--- src/rtl/concat_arbiter.sv ---
// Round-robin arbiter/sequencer in front of one shared concat_unit.
// One transaction in flight; a watchdog turns a missing result into an error response.
module concat_arbiter #(
  parameter int DATA_WIDTH     = 32,
  parameter int NUM_REQ        = 4,
  parameter int ID_WIDTH       = 2,
  parameter int TIMEOUT_CYCLES = 64
) (
  input  logic                            clk_i,
  input  logic                            rst_i,
  input  logic [NUM_REQ-1:0]              req_valid_i,
  output logic [NUM_REQ-1:0]              req_ready_o,
  input  logic [NUM_REQ*DATA_WIDTH-1:0]   req_a_i,
  input  logic [NUM_REQ*DATA_WIDTH-1:0]   req_b_i,
  output logic [DATA_WIDTH-1:0]           cu_data_a_o,
  output logic [DATA_WIDTH-1:0]           cu_data_b_o,
  output logic                            cu_valid_o,
  input  logic                            cu_ready_i,
  input  logic [2*DATA_WIDTH-1:0]         cu_data_out_i,
  input  logic                            cu_valid_out_i,
  output logic                            cu_ready_out_o,
  output logic                            resp_valid_o,
  input  logic                            resp_ready_i,
  output logic [2*DATA_WIDTH-1:0]         resp_data_o,
  output logic [ID_WIDTH-1:0]             resp_id_o,
  output logic                            resp_err_o,
  output logic [7:0]                      timeout_count_o
);

  localparam int PTR_W = (NUM_REQ > 1) ? $clog2(NUM_REQ) : 1;
  localparam int WD_W  = $clog2(TIMEOUT_CYCLES) + 1;
  localparam logic [WD_W-1:0]  WD_LAST = WD_W'(TIMEOUT_CYCLES - 1);
  localparam logic [PTR_W:0]   NREQ_W  = (PTR_W+1)'(NUM_REQ);
  localparam logic [PTR_W-1:0] PTR_MAX = PTR_W'(NUM_REQ - 1);

  typedef enum logic [1:0] {IDLE, ISSUE, WAIT, RESP} state_t;

  state_t                  state_q, state_d;
  logic [PTR_W-1:0]        rr_q, rr_d;
  logic [DATA_WIDTH-1:0]   opa_q, opa_d, opb_q, opb_d;
  logic [ID_WIDTH-1:0]     id_q, id_d;
  logic [2*DATA_WIDTH-1:0] data_q, data_d;
  logic                    err_q, err_d;
  logic [7:0]              to_cnt_q, to_cnt_d;
  logic [WD_W-1:0]         wd_q, wd_d;

  logic                    grant_vld;
  logic [PTR_W-1:0]        grant;
  logic [PTR_W:0]          scan;
  logic                    wd_expired;

  // First valid requester at or after rr_q, wrapping modulo NUM_REQ.
  always_comb begin
    grant_vld = 1'b0;
    grant     = '0;
    scan      = '0;
    for (int k = 0; k < NUM_REQ; k++) begin
      scan = {1'b0, rr_q} + (PTR_W+1)'(k);
      if (scan >= NREQ_W) scan = scan - NREQ_W;
      if (!grant_vld && req_valid_i[scan[PTR_W-1:0]]) begin
        grant_vld = 1'b1;
        grant     = scan[PTR_W-1:0];
      end
    end
  end

  assign wd_expired = (wd_q == WD_LAST);

  always_comb begin
    state_d      = state_q;
    rr_d         = rr_q;
    opa_d        = opa_q;
    opb_d        = opb_q;
    id_d         = id_q;
    data_d       = data_q;
    err_d        = err_q;
    to_cnt_d     = to_cnt_q;
    wd_d         = wd_q;
    req_ready_o  = '0;
    cu_valid_o   = 1'b0;
    resp_valid_o = 1'b0;
    unique case (state_q)
      IDLE: begin
        if (grant_vld) begin
          req_ready_o[grant] = 1'b1;
          opa_d   = req_a_i[grant*DATA_WIDTH +: DATA_WIDTH];
          opb_d   = req_b_i[grant*DATA_WIDTH +: DATA_WIDTH];
          id_d    = ID_WIDTH'(grant);
          rr_d    = (grant == PTR_MAX) ? '0 : grant + 1'b1;
          wd_d    = '0;
          state_d = ISSUE;
        end
      end
      ISSUE, WAIT: begin
        // Dropping cu_valid on the expiry cycle keeps the unit from accepting an orphan.
        cu_valid_o = (state_q == ISSUE) && !wd_expired;
        if (state_q == WAIT && cu_valid_out_i) begin
          data_d  = cu_data_out_i;
          err_d   = 1'b0;
          state_d = RESP;
        end else if (wd_expired) begin
          data_d   = '0;
          err_d    = 1'b1;
          to_cnt_d = (to_cnt_q == 8'hFF) ? to_cnt_q : to_cnt_q + 8'd1;
          state_d  = RESP;
        end else begin
          wd_d = wd_q + 1'b1;
          if (state_q == ISSUE && cu_ready_i) state_d = WAIT;
        end
      end
      RESP: begin
        resp_valid_o = 1'b1;
        if (resp_ready_i) state_d = IDLE;
      end
      default: state_d = IDLE;
    endcase
  end

  always_ff @(posedge clk_i) begin
    if (rst_i) begin
      state_q  <= IDLE;
      rr_q     <= '0;
      opa_q    <= '0;
      opb_q    <= '0;
      id_q     <= '0;
      data_q   <= '0;
      err_q    <= 1'b0;
      to_cnt_q <= '0;
      wd_q     <= '0;
    end else begin
      state_q  <= state_d;
      rr_q     <= rr_d;
      opa_q    <= opa_d;
      opb_q    <= opb_d;
      id_q     <= id_d;
      data_q   <= data_d;
      err_q    <= err_d;
      to_cnt_q <= to_cnt_d;
      wd_q     <= wd_d;
    end
  end

  // Results outside WAIT are accepted and dropped so the unit never stalls.
  assign cu_ready_out_o  = cu_valid_out_i;
  assign cu_data_a_o     = opa_q;
  assign cu_data_b_o     = opb_q;
  assign resp_data_o     = data_q;
  assign resp_id_o       = id_q;
  assign resp_err_o      = err_q;
  assign timeout_count_o = to_cnt_q;

endmodule
--- config.mk ---
export PLATFORM = sky130hd
export DESIGN_NAME = concat_arbiter
export DESIGN_NICKNAME = d
export VERILOG_FILES = /design/src/rtl/concat_arbiter.sv
export SDC_FILE = /design/constraint.sdc
export NUM_CORES = 1
export LEC_CHECK = 0
export ABC_CLOCK_PERIOD_IN_PS = 2700
export BUFFER_PORTS_ARGS = -buffer_cell sky130_fd_sc_hd__buf_2
export CAP_MARGIN = 20
export CELL_PAD_IN_SITES_DETAIL_PLACEMENT = 1
export CELL_PAD_IN_SITES_GLOBAL_PLACEMENT = 1
export CORE_AREA = 2 2 184 186
export CTS_BUF_LIST = sky130_fd_sc_hd__clkbuf_16
export DETAILED_ROUTE_END_ITERATION = 16
export DIE_AREA = 0 0 186 188
export PLACE_DENSITY = 0.73
export SETUP_SLACK_MARGIN = 0.2
export SYNTH_ARGS = -nofsm -noshare
export SYNTH_HDL_FRONTEND = slang
export SYNTH_SLANG_ARGS = --single-unit
--- constraint.sdc ---
create_clock -name clk_i -period 2.7 [get_ports clk_i]
set_input_delay 0.54 -clock clk_i [delete_from_list [all_inputs] [get_ports clk_i]]
set_output_delay 0.54 -clock clk_i [all_outputs]
set_load 0.01 [all_outputs]
---- Yosys cells after proc, flatten, opt, wreduce, memory -nomap -nowiden ----
Index checks and enable logic that the tools add are counted.
operators by class
  reductions and logical operators ........ 20
  bitwise logic cells ..................... 2
  muxes and demuxes ....................... 41
  order comparisons ....................... 10
  $add $sub $neg .......................... 10
  shift-type cells ........................ 2
  eq/ne operators ......................... 11
operators with widths
  kind                                                                   number
  128-bit by 8-bit indexed part select with 32-bit output                2
  64-bit two-way mux                                                     2
  2-bit two-way mux                                                      14
  7-bit two-way mux                                                      3
  2-bit by 3-bit < comparator with 1-bit output (second input constant)  5
  7-bit one-hot mux with 2 select lines                                  1
  1-bit two-way mux                                                      13
  3-bit >= comparator (second input constant)                            3
  8-bit by 1-bit adder with 8-bit output (second input constant)         1
  1-bit binary-select mux with 2-bit select                              4
  8-bit == test (second input constant)                                  1
  4-bit two-way mux                                                      2
  2-bit inequality test (second input constant)                          4
  4-bit AND reduction                                                    2
  2-bit by 1-bit subtractor with 2-bit output (second input constant)    4
  7-bit by 1-bit adder with 7-bit output (second input constant)         1
  7-bit by 6-bit == test with 1-bit output (second input constant)       1
  1-bit logical AND                                                      7
  2-bit by 2-bit adder with 3-bit output (second input constant)         2
  2-bit == test (second input constant)                                  3
  2-bit one-hot mux with 3 select lines                                  1
  1-bit zero test                                                        4
  4-bit inequality test (second input constant)                          1
  2-bit AND reduction                                                    2
  other kinds (11)                                                       13
word-level totals
  output and inout bits ................... 146
  flip-flop bits (word level) ............. 150

---- Depth between registers and ports, before layout ----
  word-level depth ........................ 20
  mapped depth ............................ 9
  gate-level depth less buffers ........... 7

---- Worst setup path before layout ----
OpenSTA, ideal clock, no wires.
  path type ............................... input-to-output
  from .................................... in req_valid_i[0]
  to ...................................... out req_ready_o[3]
  setup slack ............................. 465 ps
  arrival ................................. 1695 ps
  buffers on the path ..................... 3
  stages on the path ...................... 8
  path through ............................ a21oi_1 > o21ai_1 > a21oi_1 > buf_2 > buf_4 > buf_2 > ha_1 > and2_1
on the way
  word-level cells in the longest chain between the ends .. 18
RTL lines
  what                                                                                                                                          RTL line  RTL
  start: declaration                                                                                                                            11        input logic [NUM_REQ-1:0] req_valid_i,
  1-bit binary-select mux with 2-bit select                                                                                                     60        if (!grant_vld && req_valid_i[scan[PTR_W-1:0]]) begin
  1-bit two-way mux (implied by the code)                                                                                                       60
  1-bit two-way mux                                                                                                                             60
  1-bit zero test                                                                                                                               60
  1-bit logical AND                                                                                                                             60
  1-bit two-way mux                                                                                                                             60
  1-bit zero test                                                                                                                               60
  1-bit logical AND                                                                                                                             60
  [2 not listed]                                                                                                                                n/a
  1-bit logical AND                                                                                                                             60
  2-bit two-way mux                                                                                                                             60
  2-bit by 3-bit < comparator with 1-bit output (implied by the code) / 2-bit by 1-bit >= comparator with 1-bit output (equally long branches)  85        req_ready_o[grant] = 1'b1;
  1-bit logical AND (implied by the code)                                                                                                       85
  1-bit two-way mux (implied by the code)                                                                                                       85
  1-bit demux with 2-bit select                                                                                                                 85
  4-bit two-way mux *                                                                                                                           84        if (grant_vld) begin
  4-bit two-way mux *                                                                                                                           82        unique case (state_q)
  end: declaration                                                                                                                              12        output logic [NUM_REQ-1:0] req_ready_o,
Mark *: on every way between the ends. The rest lies on a longest branch, timed or not. The select of a mux whose other input is x is not followed.

---- Final worst setup path ----
  from .................................... reg rr_q[0]
  to ...................................... out req_ready_o[3]
on the way
  word-level cells in the longest chain between the ends .. 20
RTL lines
  what                                                                             RTL line  RTL
  start: declaration                                                               39        logic [PTR_W-1:0] rr_q, rr_d;
  start signal: assignment                                                         132       rr_q <= rr_d;
  branches (longest 18 deep; another with 2-bit by 1-bit adder with 3-bit output)  n/a
  4-bit two-way mux *                                                              84
  4-bit two-way mux *                                                              82
Every way passes the cells marked *. The select of a mux whose other input is x is not followed.

==> summary.txt <==
Run status
  – Outcome: finished clean

Final layout
  – Final core occ: 0.328
  – Post-route cell area: 0.0109 mm^2
  – Final net count: 1520
  – Reg area: 0.00301 mm^2
  – Footprint of the multi-input gates: 0.00401 mm^2
  – Share of cells above drive strength 1: 0.510
  – Fill cell count: 3950
  – Synth-to-Final Area Change: 48.8%

Worst hold path
  – Min-delay worst type: primary input to flip-flop

Die
  – Starting Density: 0.221
  – Core footprint: 0.0331 mm^2
  – Die Wd: 186 um
  – Die area: 0.0350 mm^2
  – Die height: 188 um
  – Row cnt: 67
  – Number of I/O pins: 475

Logic synthesis
  – Syn Nets: 1058
  – Synth Area in Compound Gates: 0.214
  – Synth Warn #: 0
  – Share of synthesized flip-flops with an asynchronous set or reset: 0
  – Post-Syn Area per Cell: 10.1 um^2
  – Post-synth top area share: 0.411
  – Mapped cell area: 0.00731 mm^2
  – FF+latch count, synth: 150
  – Synth cell types: 43
  – Area contributors post-synth: dfxtp_1 (41%), mux2i_1 (18%), o221ai_2 (12%)
  – Proportion of synthesized area in mux cells: 0.178
  – Post-synthesis xor/xnor area fraction: 0.0132
  – Gate Count Post-Synth: 721
  – Main combinational cell family by area after synthesis: compound AO/OA/AOI/OAI gates
  – Seq/Total Area, Yosys: 0.411
  – Synth Area in Simple Gates: 0.120
  – Post-synthesis adder-cell area fraction: 0.0137
  – Post-synth top area cell: dfxtp_1
  – Post-synth EDFFs: 0
  – Post-synth top flop: dfxtp_1

Critical path
  – Peak fanout along the critical path: 3
  – CP arrival: 1.90 ns
  – Crit path largest cell delay: 0.35 ns
  – Crit-path cells: inv_2 -> a22o_1 -> a221oi_4 -> buf_6 -> ha_1 -> and2_1 -> buf_2
  – Worst EP required: 2.16 ns
  – Worst path slowest cell: dfxtp_2
  – Crit path kind: flip-flop to primary output
  – CP bufs+invs: 3
  – CP endpoint kind: primary output
  – Critical Path Start Type: flip-flop
  – CP top delay family: compound AO/OA/AOI/OAI gates

Drt
  – Post-DRT Antenna Nets: 0
  – Drt drc: 0
  – 1st-iter DRT viols: 164
  – Via count: 7533
  – Routed wire length: 29.8 mm
  – Vias per cell: 4.57
  – 1st-pass router iterations: 4
  – Wire length per cell: 18.1 um

Clock tree
  – Clk sink count: 150
  – Hold_buf cts: 0
  – Clock Tree Buf Depth: 2
  – Clock-pin slew on the worst setup and hold paths: 0.07 ns
  – H-Tree Level Count: 4
  – TritonCTS buffer count: 17
  – Clock root buffer: clkbuf_16
  – Worst skew pair latency: 0.43 ns
  – CTS tree: yes

Global route
  – Grt ovf: 0
  – First-pass GRT wire length: 44.1 mm
  – Antenna violations before repair: 7
  – Overall routing resource usage: 0.165
  – Vias in the first global route: 8038
  – Pin count of the biggest net entering global routing: 84

Power and ir drop
  – Clock group share of total power: 0.241
  – Worst ir drop on vdd: 0.390 mV
  – P_leak: 5.00 nW
  – Cell Pwr Density: 895 mW/mm^2
  – Comb pwr share: 0.442
  – Psw: 3.71 mW
  – Net Sw Frac: 0.382
  – Pwr Total: 9.73 mW
  – Share of total power in sequential cells: 0.318
  – P_int: 6.02 mW

STA
  – Min Tclk post-route: 2.44 ns
  – Fmax: 410 MHz
  – Slew margin rel.: 0.528
  – Final period util: 0.904
  – Setup repair after global routing missed its margin: yes
  – Max Clock Skew: 0.00828 ns
  – Max-slew violations: 0
  – Worst slew pin tran: 0.708 ns
  – Final hold vios: 0
  – Setup TNS: 0 ns
  – Final setup vio count: 0

Run
  – MaxCap Viol Count: 0

Placed design
  – Detailed placer's ending HPWL: 23.5 mm
  – Post-place instance area: 0.0102 mm^2
  – # port buffers: 474
  – Routability cong.: 0.747
[cells by family (layout without fill, tap and decap cells)]
| family | Yosys count | count (layout) |
|---|---|---|
| and+or+nand+nor | 206 | 206 |
| DFF | 150 | 150 |
| AOI/OAI and AO/OA | 149 | 149 |
| muxes | 130 | 130 |
| buffers and inverters | 67 | 541 |
| xor gates and xnor gates | 11 | 11 |
| adders and majority gates | 8 | 8 |
| other | 0 | 5 |
[cells in the mapped netlist (2+ instances only)]
cell type	number
nor3b_1	2
ha_1	8
a21oi_1	11
nand3_1	3
nand4_1	6
clkbuf_1	21
nor3_1	3
dfxtp_1	150
o221ai_2	60
inv_1	6
a22oi_1	64
nand4b_1	2
nor2b_1	3
o221ai_1	4
o21ai_0	2
nor4_1	5
buf_6	6
and3_1	3
xor2_1	4
xnor2_1	7
buf_2	19
mux2i_1	130
nand2_1	81
nand2b_1	4
nor2_1	86
buf_1	3
buf_4	10
and2_1	3
[worst min-delay path, cell delays in order]
cell,delay [ns]
buf_2,0.07
a22oi_1,0.07
nor2_1,0.07
[power groups by stage]
stage | sequential [mW] | clock (mW) | combinational [mW]
after floorplan | 3.30 | 0 | 2.45
after global placement | 3.11 | 0 | 4.19
after detailed placement | 3.13 | 0 | 4.30
after CTS | 3.09 | 2.44 | 4.34
after global routing | 3.15 | 2.51 | 4.65
final | 3.09 | 2.34 | 4.30
[flip-flops by register name, summed over array words and instances, names as in the netlist]
signal           flops
wd_q                 7
cu_data_a_o         32
resp_id_o            2
resp_err_o           1
timeout_count_o      8
resp_data_o         64
cu_data_b_o         32
rr_q                 2
state_q              2
[timing repair]
item,4_1_cts,5_1_grt
cloned,0,0
pin swaps,2,2
endpoints found under the setup margin,3,5
gates resized for setup,7,7
setup buffers,1,1
[final cells by class]
| cell class | instances | share of cell area |
|---|---|---|
| sequential | 150 | 0.277 |
| clock inverter | 14 | 0.0123 |
| antenna | 5 | 0.00115 |
| inverter | 7 | 0.00242 |
| timing repair buffer | 503 | 0.248 |
| multi-input combinational | 504 | 0.368 |
| tap | 448 | 0.0516 |
| clock buffer | 17 | 0.0391 |
[cells in the final DEF, fill, tap and decap left out, drive strengths merged, types with 3 or more instances in the layout]
cell / netlist / final
a21oi: 11 / 11
a22oi: 64 / 64
and2: 3 / 3
and3: 3 / 3
buf: 38 / 503
clkbuf: 22 / 17
clkinv: 0 / 6
clkinvlp: 0 / 3
dfxtp: 150 / 150
diode: 0 / 5
ha: 8 / 8
inv: 7 / 10
mux2i: 130 / 130
nand2: 82 / 82
nand2b: 4 / 4
nand3: 3 / 3
nand4: 6 / 6
nor2: 88 / 88
nor2b: 3 / 3
nor3: 3 / 3
nor4: 5 / 5
o21ai: 3 / 3
o221ai: 64 / 64
xnor2: 7 / 7
xor2: 4 / 4
[per-stage QoR]
stage               hold WS (ns)  setup slack [ns]  std cells
global route               0.342             0.190       1647
detailed placement         0.446             0.254       1610
CTS                        0.321             0.205       1642
finish                     0.352             0.259       1648
floorplan                  0.449             0.465        721
global placement           0.441             0.322       1610
[routing by layer]
metal,routed length [um],track usage,vias up
li1,-,-,3594
met1,11000,0.166,3565
met2,15000,0.297,321
met3,2700,0.0598,49
met4,1020,0.0821,4
met5,26,0,-
[worst paths after layout]
path	start	endpoint	slack [ns]	cells past startpoint
setup / recovery	rr_q[0]	req_ready_o[3]	0.26	7
hold / removal	cu_data_out_i[28]	resp_data_o[28]	0.35	3
setup reg to reg	state_q[0]	resp_data_o[43]	0.57	6
hold reg to reg	resp_id_o[0]	resp_id_o[0]	0.46	2
Note: power is estimated with default switching activity, not from simulation.
